`config.mk`:
```
export PLATFORM = sky130hd
export DESIGN_NAME = pipe_tx_arbiter
export DESIGN_NICKNAME = d
export VERILOG_FILES = /design/src/rtl/pipe_arb_pkg.sv /design/src/rtl/pipe_tx_arbiter_rr_pick.sv /design/src/rtl/pipe_tx_arbiter.sv
export SDC_FILE = /design/constraint.sdc
export NUM_CORES = 1
export LEC_CHECK = 0
export CAP_MARGIN = 40
export CORE_MARGIN = 1
export CORE_UTILIZATION = 32
export DETAILED_ROUTE_END_ITERATION = 10
export GPL_ROUTABILITY_DRIVEN = 1
export MAX_ROUTING_LAYER = met4
export PLACE_DENSITY = 0.74
export SLEW_MARGIN = 10
export SYNTH_ARGS = -nofsm -noshare
export SYNTH_HDL_FRONTEND = slang
export SYNTH_SLANG_ARGS = --single-unit
export TNS_END_PERCENT = 50
```
`constraint.sdc`:
```
create_clock -name sys_clk -period 7.53 [get_ports sys_clk]
set_clock_uncertainty 0.05 [all_clocks]
set_input_delay 0.753 -clock sys_clk [delete_from_list [all_inputs] [get_ports sys_clk]]
set_output_delay 0.753 -clock sys_clk [all_outputs]
set_load 0.01 [all_outputs]
```
`src/rtl/pipe_arb_pkg.sv`:
```
// Shared definitions for the pipe transmit arbiter and the host-side deframer:
// FSM state encoding, header tag and header field positions.
package pipe_arb_pkg;

    // Arbiter FSM states.
    typedef enum logic [1:0] {
        ST_IDLE = 2'd0,
        ST_HEAD = 2'd1,
        ST_DATA = 2'd2
    } arb_state_e;

    localparam int WORD_W = 16;   // pipe word width
    localparam int CH_W   = 4;    // channel index width
    localparam int LEN_W  = 8;    // burst length / word counter width

    // Header word layout: {tag[15:12], channel[11:8], length[7:0]}.
    localparam logic [3:0] HDR_TAG     = 4'hC;
    localparam int         HDR_TAG_LSB = 12;
    localparam int         HDR_CH_LSB  = 8;
    localparam int         HDR_LEN_LSB = 0;

    // Build a header word from channel and burst length.
    function automatic logic [WORD_W-1:0] make_header(input logic [CH_W-1:0]  ch,
                                                      input logic [LEN_W-1:0] len);
        logic [WORD_W-1:0] hdr;
        hdr = '0;
        hdr[HDR_TAG_LSB +: 4]     = HDR_TAG;
        hdr[HDR_CH_LSB  +: CH_W]  = ch;
        hdr[HDR_LEN_LSB +: LEN_W] = len;
        return hdr;
    endfunction

endpackage

```
`src/rtl/pipe_tx_arbiter_rr_pick.sv`:
```
// Combinational round-robin priority select: the search starts one past the
// pointer and wraps at N; returns the winner as one-hot and as an index.
module rr_pick #(
    parameter int N = 4
) (
    input  logic [N-1:0] req,
    input  logic [3:0]   ptr,
    output logic [N-1:0] grant,
    output logic [3:0]   idx
);

    // Walk candidates ptr+1, ptr+2, ... modulo N; the first requester wins.
    always_comb begin
        logic       found;
        logic [4:0] cand;
        // NOTE: every variable written here gets a default before the loops;
        // a path that skipped an assignment would infer a latch.
        found = 1'b0;
        cand  = '0;
        idx   = '0;
        grant = '0;
        for (int i = 1; i <= N; i++) begin
            cand = {1'b0, ptr} + 5'(i);
            if (cand >= 5'(N)) begin
                cand = cand - 5'(N);
            end
            for (int c = 0; c < N; c++) begin
                if (!found && req[c] && (cand == 5'(c))) begin
                    found    = 1'b1;
                    idx      = 4'(c);
                    grant[c] = 1'b1;
                end
            end
        end
    end

endmodule

```
`src/rtl/pipe_tx_arbiter.sv`:
```
// Pipe transmit arbiter: grants one requester at a time round-robin, sends a
// header word {C, channel, length} and then up to MAX_BURST data words from
// that requester straight onto the host pipe sys_tx port.
module pipe_tx_arbiter
    import pipe_arb_pkg::*;
#(
    parameter int CHANNELS  = 4,
    parameter int MAX_BURST = 16
) (
    input  logic                     sys_clk,
    input  logic                     sys_rst_n,
    input  logic                     enable,
    input  logic [16*CHANNELS-1:0]   req_avail,
    input  logic [CHANNELS-1:0]      req_valid,
    input  logic [16*CHANNELS-1:0]   req_data,
    output logic [CHANNELS-1:0]      req_ready,
    output logic                     tx_valid,
    output logic [WORD_W-1:0]        tx_data,
    input  logic                     tx_ready,
    output logic                     busy,
    output logic [CH_W-1:0]          grant_ch
);

    localparam logic [15:0]     MAX_BURST_W = 16'(MAX_BURST);
    localparam logic [CH_W-1:0] PTR_RESET   = 4'(CHANNELS - 1);

    arb_state_e          state_q, state_d;
    logic [CH_W-1:0]     g_q, g_d;
    logic [CH_W-1:0]     ptr_q, ptr_d;
    logic [LEN_W-1:0]    len_q, len_d;
    logic [LEN_W-1:0]    cnt_q, cnt_d;

    logic [CHANNELS-1:0] avail_nz;
    logic [CHANNELS-1:0] pick_onehot;
    logic [CH_W-1:0]     pick_idx;
    logic                pick_any;
    logic [15:0]         pick_avail;
    logic [LEN_W-1:0]    burst_len;

    logic                g_valid;
    logic [WORD_W-1:0]   g_data;
    logic [CHANNELS-1:0] g_onehot;

    // Per-channel decode: who has words, the picked channel's count, and the
    // granted channel's valid/data/ready position.
    always_comb begin
        avail_nz   = '0;
        pick_avail = '0;
        g_valid    = 1'b0;
        g_data     = '0;
        g_onehot   = '0;
        for (int c = 0; c < CHANNELS; c++) begin
            avail_nz[c] = |req_avail[16*c +: 16];
            if (pick_idx == 4'(c)) begin
                pick_avail = req_avail[16*c +: 16];
            end
            if (g_q == 4'(c)) begin
                g_valid     = req_valid[c];
                g_data      = req_data[16*c +: 16];
                g_onehot[c] = 1'b1;
            end
        end
    end

    rr_pick #(
        .N (CHANNELS)
    ) u_rr_pick (
        .req   (avail_nz),
        .ptr   (ptr_q),
        .grant (pick_onehot),
        .idx   (pick_idx)
    );

    assign pick_any = |pick_onehot;

    // Burst length: 16-bit unsigned min first, then keep the low 8 bits.
    assign burst_len = 8'((pick_avail < MAX_BURST_W) ? pick_avail : MAX_BURST_W);

    // Next-state logic and the combinational pipe-facing outputs.
    always_comb begin
        state_d   = state_q;
        g_d       = g_q;
        ptr_d     = ptr_q;
        len_d     = len_q;
        cnt_d     = cnt_q;
        tx_valid  = 1'b0;
        tx_data   = '0;
        req_ready = '0;
        case (state_q)
            ST_IDLE: begin
                if (enable && pick_any) begin
                    g_d     = pick_idx;
                    len_d   = burst_len;
                    cnt_d   = '0;
                    state_d = ST_HEAD;
                end
            end
            ST_HEAD: begin
                tx_valid = 1'b1;
                tx_data  = make_header(g_q, len_q);
                if (tx_ready) begin
                    cnt_d   = '0;
                    state_d = ST_DATA;
                end
            end
            ST_DATA: begin
                tx_valid = g_valid;
                tx_data  = g_valid ? g_data : '0;
                if (g_valid && tx_ready) begin
                    req_ready = g_onehot;
                    cnt_d     = cnt_q + 8'd1;
                    if (cnt_d == len_q) begin
                        state_d = ST_IDLE;
                        ptr_d   = g_q;
                    end
                end
            end
            default: begin
                state_d = ST_IDLE;
            end
        endcase
    end

    // State and burst-context registers with synchronous active-low reset.
    always_ff @(posedge sys_clk) begin
        // NOTE: registers use non-blocking assignments so every flop samples
        // the pre-edge values regardless of statement order.
        if (!sys_rst_n) begin
            state_q <= ST_IDLE;
            g_q     <= '0;
            ptr_q   <= PTR_RESET;
            len_q   <= '0;
            cnt_q   <= '0;
        end else begin
            state_q <= state_d;
            g_q     <= g_d;
            ptr_q   <= ptr_d;
            len_q   <= len_d;
            cnt_q   <= cnt_d;
        end
    end

    assign busy     = (state_q != ST_IDLE);
    assign grant_ch = g_q;

endmodule
```
; After elaboration in Yosys (flattened, before gate mapping)
; Index checks and enable logic that the tools add are counted.
[word_totals]
ff_bits = 26
latchBits = 0
ramBits = 0
romBits = 0
out_inout_bits = 26
elab_cells = 190
n_memories = 0
[op_classes]
n_addsub = 9
multipliers = 0
div_mod_pow = 0
order_cmp = 5
eq_ne = 25
shifts = 0
mux = 80
bitwise = 0
n_reduce_logical = 66
[op_table]
columns = cell, count
row1 = $mux 16, 9
row2 = $reduce_or 16->1, 4
row3 = $eq 5x2->1 const B, 8
row4 = $mux 1, 39
row5 = $mux 2, 18
row6 = $logic_and 1x1->1, 33
row7 = $mux 8, 4
row8 = $pmux 16 s2, 1
row9 = $pmux 8 s3, 1
row10 = $eq 5x1->1 const B, 4
row11 = $ge 5x3->1 const B, 4
row12 = $logic_not 5->1, 4
row13 = $mux 5, 4
row14 = $sub 5x3->5 const B, 4
row15 = $eq 4x2->1 const B, 4
row16 = $lt 16x5->1 const B, 1
row17 = $logic_not 1->1, 15
row18 = $add 4x2->5 const B, 2
row19 = $add 8x1->8 const B, 1
row20 = $eq 4x1->1 const B, 2
row21 = $eq 8x8->1, 1
row22 = $logic_not 4->1, 2
row23 = $mux 4, 2
row24 = $ne 2x2->1 const B, 4
row25 = other kinds (13), 14

; Logic depth before layout (Yosys ltp)
; Gate-level depths: netlist of the first run.
[depth]
depth_word = 73
mapped_depth = 11
mapped_depth_nobuf = 10

; By module
; Synthesis of the first run repeated with hierarchy kept, for this count alone.
[unflattened]
cells_unflattened = 416
area_unflattened_um2 = 3364.5
[by_module_without_submodules]
columns = mod, instances, cells_per_inst, area_per_inst_um2
row1 = pipe_tx_arbiter, 1, 300, 2542.4
row2 = rr_pick, 1, 116, 822.0

; Worst setup path after synthesis of the first run
; Ideal clock, no wire load.
[synth_path]
path_type = input to register
from = in req_avail[28]
to = reg len_q[0]
setup_ns = 0.069
t_arrival_ns = 3.019
setup_slack_ns = 4.392
path_stages = 10
path_buffers = 1
cell_sequence = or4_4 > nor2_4 > and4_1 > buf_6 > nand2_2 > a21o_1 > nand2b_4 > o311a_1 > or4b_4 > o21ai_1
[synth_via]
elab_chain_cells = 67
elab_cells_between_ends = 102
classes_between = order compare: 1 / eq/ne: 3 / mux: 49 / reduce/logical: 49
[synth_lines]
columns = item, line
row1 = from (decl), pipe_tx_arbiter.sv:13  ; input logic [16*CHANNELS-1:0] req_avail,
row2 = $reduce_or 16->1, pipe_tx_arbiter.sv:53  ; avail_nz[c] = |req_avail[16*c +: 16];
row3 = $logic_and 1x1->1 (2 in series), pipe_tx_arbiter_rr_pick.sv:28  ; if (!found && req[c] && (cand == 5'(c))) begin
row4 = $mux 1, pipe_tx_arbiter_rr_pick.sv:28
row5 = $logic_not 1->1, pipe_tx_arbiter_rr_pick.sv:28
row6 = $logic_and 1x1->1 (2 in series), pipe_tx_arbiter_rr_pick.sv:28
row7 = $mux 1, pipe_tx_arbiter_rr_pick.sv:28
row8 = $logic_not 1->1, pipe_tx_arbiter_rr_pick.sv:28
row9 = $logic_and 1x1->1 (2 in series), pipe_tx_arbiter_rr_pick.sv:28
row10 = [44 not listed], n/a
row11 = $mux 1, pipe_tx_arbiter_rr_pick.sv:28
row12 = $logic_not 1->1, pipe_tx_arbiter_rr_pick.sv:28
row13 = $logic_and 1x1->1 (2 in series), pipe_tx_arbiter_rr_pick.sv:28
row14 = $mux 2, pipe_tx_arbiter_rr_pick.sv:28
row15 = $logic_not 4->1, pipe_tx_arbiter.sv:54  ; if (pick_idx == 4'(c)) begin
row16 = $mux 16 (4 in series), pipe_tx_arbiter.sv:54
row17 = $lt 16x5->1, pipe_tx_arbiter.sv:77  ; assign burst_len = 8'((pick_avail < MAX_BURST_W) ? pick_avail : MAX_BURST_W);
row18 = $mux 8, pipe_tx_arbiter.sv:77
row19 = to (signal assigned), pipe_tx_arbiter.sv:138  ; len_q <= len_d;
row20 = to (decl), pipe_tx_arbiter.sv:30  ; logic [LEN_W-1:0] len_q, len_d;
; Several ways; a longest one is shown, not always the timed one.
; A chain may end at the register's enable or synchronous reset.

; Final worst setup path of the first run
[layout_path]
from = in req_valid[3]
to = out tx_data[14]
[layout_via]
elab_chain_cells = 3
[layout_lines]
columns = item, line
row1 = from (decl), pipe_tx_arbiter.sv:14  ; input logic [CHANNELS-1:0] req_valid,
row2 = $mux 1, pipe_tx_arbiter.sv:57  ; if (g_q == 4'(c)) begin
row3 = $mux 16, pipe_tx_arbiter.sv:108  ; tx_data = g_valid ? g_data : '0;
row4 = $pmux 16 s2, pipe_tx_arbiter.sv:89  ; case (state_q)
row5 = to (decl), pipe_tx_arbiter.sv:18  ; output logic [WORD_W-1:0] tx_data,
; Every way passes these cells.

==> results of run 1 <==
## path summary, 6_finish.rpt
path	endpoint	cells after the start	slack, ns	startpoint
max reg2reg	cnt_q[2]	8	4.90	state_q[1]
min reg2reg	len_q[1]	2	0.46	len_q[1]
min	len_q[1]	2	0.46	len_q[1]
max	tx_data[14]	6	3.76	req_valid[3]
## layout make-up
type | count | area (µm²) | area share, %
timing repair buffer | 161 | 1607 | 37.94
multi-input combinational | 255 | 1973 | 46.60
sequential | 22 | 440.4 | 10.40
inverter | 12 | 45.04 | 1.064
tap | 102 | 127.6 | 3.014
clock buffer | 3 | 41.29 | 0.9752
## flip-flops by register name (all words and copies together) (netlist names)
register  count
cnt_q         8
grant_ch      2
state_q       2
ptr_q         2
len_q         8
## metal layers
layer	vias up	part of all wire, %	GRT usage, %
met4	0	1.5	5.291
li1	1447	-	-
met2	139	48	34.97
met1	1385	44	28.94
met3	12	6.3	2.680
met5	-	0	-
## kinds of logic after synthesis
kind of cell             count (synthesis)
flip-flops                              22
multiplexers                            23
adder cells (fa/ha/maj)                  6
AO/OA/AOI/OAI                           74
other                                    1
buffers and inverters                   31
XOR/XNOR                                11
AND/OR/NAND/NOR                        139
## cells in the final DEF (no fill, tap or decap), types with 3 or more instances in the layout
| master | n |
|---|---|
| o22a_1 | 3 |
| a21boi_0 | 3 |
| nor2_1 | 22 |
| nor2b_1 | 17 |
| xnor2_1 | 6 |
| dfxtp_1 | 22 |
| ha_1 | 6 |
| nor3_1 | 13 |
| nand3_1 | 9 |
| a22oi_1 | 10 |
| a21o_1 | 4 |
| nor4_1 | 6 |
| o21ai_1 | 6 |
| mux4_2 | 17 |
| nor4_2 | 5 |
| xor2_1 | 5 |
| and2_1 | 7 |
| nand4_1 | 4 |
| and3_1 | 10 |
| o21ai_0 | 11 |
| nand2_1 | 24 |
| clkbuf_8 | 3 |
| o21a_1 | 6 |
| mux2i_1 | 6 |
| inv_1 | 12 |
| or2_2 | 4 |
| clkdlybuf4s50_1 | 159 |
| a21oi_1 | 11 |
| and4_1 | 3 |
## power by group through the flow
| stage | Combinational [mW] | Sequential (mW) | Clock, mW |
|---|---|---|---|
| CTS | 0.294 | 0.133 | 0.0740 |
| floorplan | 0.164 | 0.133 | 0 |
| finish | 0.292 | 0.133 | 0.0715 |
| detailed placement | 0.294 | 0.136 | 0 |
| global route | 0.321 | 0.135 | 0.0779 |
| global placement | 0.290 | 0.135 | 0 |
## critical path: cells and delay by family
kind,cells,cell delay [ns]
AO/OA/AOI/OAI,1,0.35
buffers and inverters,2,0.88
multiplexers,1,0.51
AND/OR/NAND/NOR,2,0.47
## through the flow
step / hold WS [ns] / utilization (%) / area, µm²
2_1_floorplan: 0.4004 / - / 2546
3_3_place_gp: 0.4400 / 54.54 / 4193
3_5_place_dp: 0.4467 / 54.54 / 4193
4_1_cts: 0.4571 / 55.08 / 4234
5_1_grt: 0.4827 / 55.08 / 4234
6_report: 0.4629 / 55.08 / 4234
==> run metrics, run 1 <==
outcome finished, violations left; violated checks design-rule violations; Ports 162; Sink Count 22; Critical Path AT 2.96 ns; crit end category output pin; EDFF count, synth 0; Total Neg Setup Slack 0 ns; Initial Util 33.07%; DIE WIDTH 91.14 µm; H-tree levels 1; Critical Path RT 6.73 ns; clock root buffer clkbuf_8; HPWL Detailed 7.520 mm; row count 32; Final min period 3.767 ns; Tcrit/Tclk final 50.03%; Worst Tran Pin Value 0.6155 ns; Inst Count DP 552; simple-gate share of the synthesized area 32.38%; mux contribution to synthesized area 17.42%; crit-path most repeated cell clkdlybuf4s50_1; min setup slack post-route 3.763 ns; Yosys reg bits 22; post-synthesis cell area 2542 µm²; DIE AREA 8306 µm²; vias in the first global route 2915; worst path cell trace clkdlybuf4s50_1, mux4_2, and2_1, o21ai_0, nor2_1, clkdlybuf4s50_1; DP Worst Slack 3.677 ns; Post-CTS Setup Inserts 0; fin nets 597; HP Class register to register; top cells by count, synth nand2_1 (24), dfxtp_1 (22), nor2_1 (22), mux4_2 (17), nor2b_1 (17); slowest CP cell mux4_2; sw frac 34.92%; Peak VDD IR 0.00008693 V; CTS buffer count 3; Seq pwr share 26.8%; CTS Hold Bufs 0; vias per cell 5.375; Detailed Route WL 8.776 mm; Post-Layout Cell Count 555; layout cells sized above 1 10.15%; Skew-Pair Late Insertion Delay 0.26 ns; Antenna Cells 0; synth top area cells dfxtp_1 (17%), mux4_2 (15%), nor2b_1 (4.2%); post_cts resized 0; Clk pwr share 14.4%; Leak Pwr 1.506 nW; drt initial violations 188; clk buf depth 2; IO Port Bufs 159; FMAX 265.5 MHz; Overall Global Routing Usage 21.71%; setup violators final 0; most frequent cell after synthesis nand2_1; Async S/R FF share, synth 0%; Gate power share 58.8%; Core ar. 7687 µm²; RePlAce Congestion 0.9599; critical path class input pin to output pin; FILL cells 719; first-pass GRT wire length 14.30 mm; area share of the largest cell type after synthesis 17.32%; grt ovf 0; headroom to the max-slew limit 58.84%; RSZ-0062 raised after global routing no; internal power 323.5 µW; main combinational cell family by area after synthesis simple AND/OR/NAND/NOR gates; CTS clk-pin slew, worst paths 0.07 ns; post-route ant nets 0; pin count of the biggest net entering global routing 24; CP peak stage delay 0.51 ns; Primary FF master, synth dfxtp_1; Power Dens Cells 117.4 nW/µm²; Compound-Gate Fraction of Synth Area 20.77%; Final Hold Vio Count 0; Die Y 91.14 µm; YS warnings 0; Max Cap Viol 0; WL/cell 15.81 µm; XOR/XNOR share of the synthesized area 3.789%; adder-cell area share of the yosys netlist 2.953%; Yosys cell types 61; area leader, netlist dfxtp_1; Area Overhead vs Synth 66.54%; drt drc 1; DRT Pass-1 Iters 7; Final Power 497.1 µW; Post-Synthesis Cells 307; P_sw 173.6 µW; Avg Inst Size Synth 8.282 µm²; routed vias 2983; fin. max-slew vios 0; initial antenna violation count 0; Max FO, Critical Path 17; crit start category input pin; sequential element share of the synthesized area 17.32%; CTS tree built
(Power assumes the default switching activity.)
==> inputs of run 2 (changes only) <==
==> constraint.sdc (replaced) <==
create_clock -name sys_clk -period 3.9 [get_ports sys_clk]
set_clock_uncertainty 0.05 [all_clocks]
set_input_delay 0.39 -clock sys_clk [delete_from_list [all_inputs] [get_ports sys_clk]]
set_output_delay 0.39 -clock sys_clk [all_outputs]
set_load 0.01 [all_outputs]
==> run metrics, run 2 (synthesized netlist as in run 1, its figures left out) <==
outcome finished, violations left; violated checks design-rule violations; Critical Path AT 3.48 ns; headroom to the max-slew limit 58.74%; HP Class register to register; FILL cells 703; post-route ant nets 0; Power Dens Cells 234.6 nW/µm²; fin. max-slew vios 0; Leak Pwr 1.518 nW; DIE AREA 8306 µm²; Core ar. 7687 µm²; CTS buffer count 3; most frequent cells in the layout clkdlybuf4s50_1 (159), nand2_1 (24), nor2_1 (22), dfxtp_1 (22); sw frac 34.59%; crit end category register; pin count of the biggest net entering global routing 24; Skew-Pair Late Insertion Delay 0.26 ns; P_sw 345.3 µW; clk buf depth 2; IO Port Bufs 159; Final Hold Vio Count 0; depth of the worst register-to-register path 7; hold path cells 2; Max Cap Viol 0; critical path class input pin to register; post_cts resized 0; FMAX 299.9 MHz; DRT Pass-1 Iters 8; Overall Global Routing Usage 21.61%; Critical Path RT 4.05 ns; Sink Count 22; Total Neg Setup Slack 0 ns; Post-CTS Setup Inserts 0; crit start category input pin; vias per cell 5.250; initial antenna violation count 0; CTS Hold Bufs 0; RePlAce Congestion 0.9119; vias in the first global route 2951; first-pass GRT wire length 14.09 mm; Ports 162; layout cells sized above 1 10.55%; CTS tree built; setup violators final 0; fin nets 598; largest registers cnt_q (8), len_q (8); DIE WIDTH 91.14 µm; Detailed Route WL 8.795 mm; Gate power share 58.1%; row count 32; Area Overhead vs Synth 67.37%; RSZ-0062 raised after global routing no; Crit Reg-Reg Endpoint len_q[1]; Peak VDD IR 0.0001055 V; Hold EP len_q[3]; CTS clk-pin slew, worst paths 0.08 ns; Hold Crit Start len_q[3]; Seq pwr share 25.7%; Final min period 3.334 ns; drt initial violations 137; DP Worst Slack 0.3267 ns; Die Y 91.14 µm; Max FO, Critical Path 7; Tcrit/Tclk final 85.49%; Worst Tran Pin Value 0.6169 ns; internal power 653.1 µW; Reg2Reg Setup Slack 1.31 ns; Clk pwr share 16.2%; WL/cell 15.79 µm; most common cell after layout, fill and taps aside clkdlybuf4s50_1; Antenna Cells 0; Initial Util 33.07%; grt ovf 0; clock root buffer clkbuf_8; drt drc 1; Critical R2R Launch ptr_q[0]; routed vias 2924; H-tree levels 1; HPWL Detailed 7.546 mm; min setup slack post-route 0.5659 ns
==> run 2: changes by cell type in the layout (fill, tap and decap cells not counted), sizes merged <==
cell    previous run  this run
clkbuf             3         4
buf                2         3
==> run 2: critical path, stage by stage <==
cell	delay [ns]
clkdlybuf4s50_1	0.43
nor4_1	0.43
and4_1	0.39
o21ai_0	0.11
a21oi_1	0.34
a21oi_1	0.16
o21a_1	0.21
o311a_1	0.34
or4b_4	0.54
o21ai_1	0.15
==> run 2: worst max-delay path by stage <==
stage | from | endpoint | slack, ns
floorplan | req_avail[28] | len_q[0] | 1.12
global placement | req_avail[29] | len_q[2] | 0.43
detailed placement | req_avail[57] | len_q[1] | 0.33
CTS | req_avail[57] | len_q[1] | 0.61
global route | req_avail[48] | len_q[1] | 0.43
finish | req_avail[48] | len_q[1] | 0.57
==> run 2: cell type report <==
type                       count  area [µm²]  area share (%)
sequential                    22       440.4           10.35
inverter                      12       45.04           1.059
timing repair buffer         162        1614           37.93
tap                          102       127.6           2.999
clock buffer                   4       55.05           1.294
multi-input combinational    255        1973           46.37
==> run 2: power by group through the flow <==
stage / Combinational (mW) / Sequential [mW] / Clock (mW)
2_1_floorplan: 0.317 / 0.257 / 0
3_3_place_gp: 0.574 / 0.261 / 0
3_5_place_dp: 0.581 / 0.262 / 0
4_1_cts: 0.582 / 0.257 / 0.164
5_1_grt: 0.634 / 0.259 / 0.173
6_report: 0.580 / 0.256 / 0.162
==> run 2: metal layers <==
layer,routed length [µm],track usage (%),vias to the layer above
li1,-,-,1452
met1,3900,27.80,1342
met2,4344,37.06,124
met3,475,2.094,6
met4,74,4.101,0
met5,0,-,-
==> run 2: metrics by stage <==
| step | std cells | total power, mW | cell area [µm²] | util [%] | hold slack, ns |
|---|---|---|---|---|---|
| floorplan | 308 | 0.5745 | 2546 | - | 0.4004 |
| global placement | 553 | 0.8346 | 4200 | 54.64 | 0.4388 |
| detailed placement | 553 | 0.8424 | 4200 | 54.64 | 0.4404 |
| CTS | 557 | 1.003 | 4255 | 55.35 | 0.4529 |
| global route | 557 | 1.067 | 4255 | 55.35 | 0.4789 |
| finish | 557 | 0.9984 | 4255 | 55.35 | 0.4503 |
==> inputs of run 3 (changes only) <==
--- a/config.mk
+++ b/config.mk
@@ -12,6 +12,7 @@
 export GPL_ROUTABILITY_DRIVEN = 1
 export MAX_ROUTING_LAYER = met4
 export PLACE_DENSITY = 0.74
+export SKIP_LAST_GASP = 1
 export SLEW_MARGIN = 10
 export SYNTH_ARGS = -nofsm -noshare
 export SYNTH_HDL_FRONTEND = slang
==> results of run 3 <==
The final DEF is identical to that of run 2; final timing and power are the same.
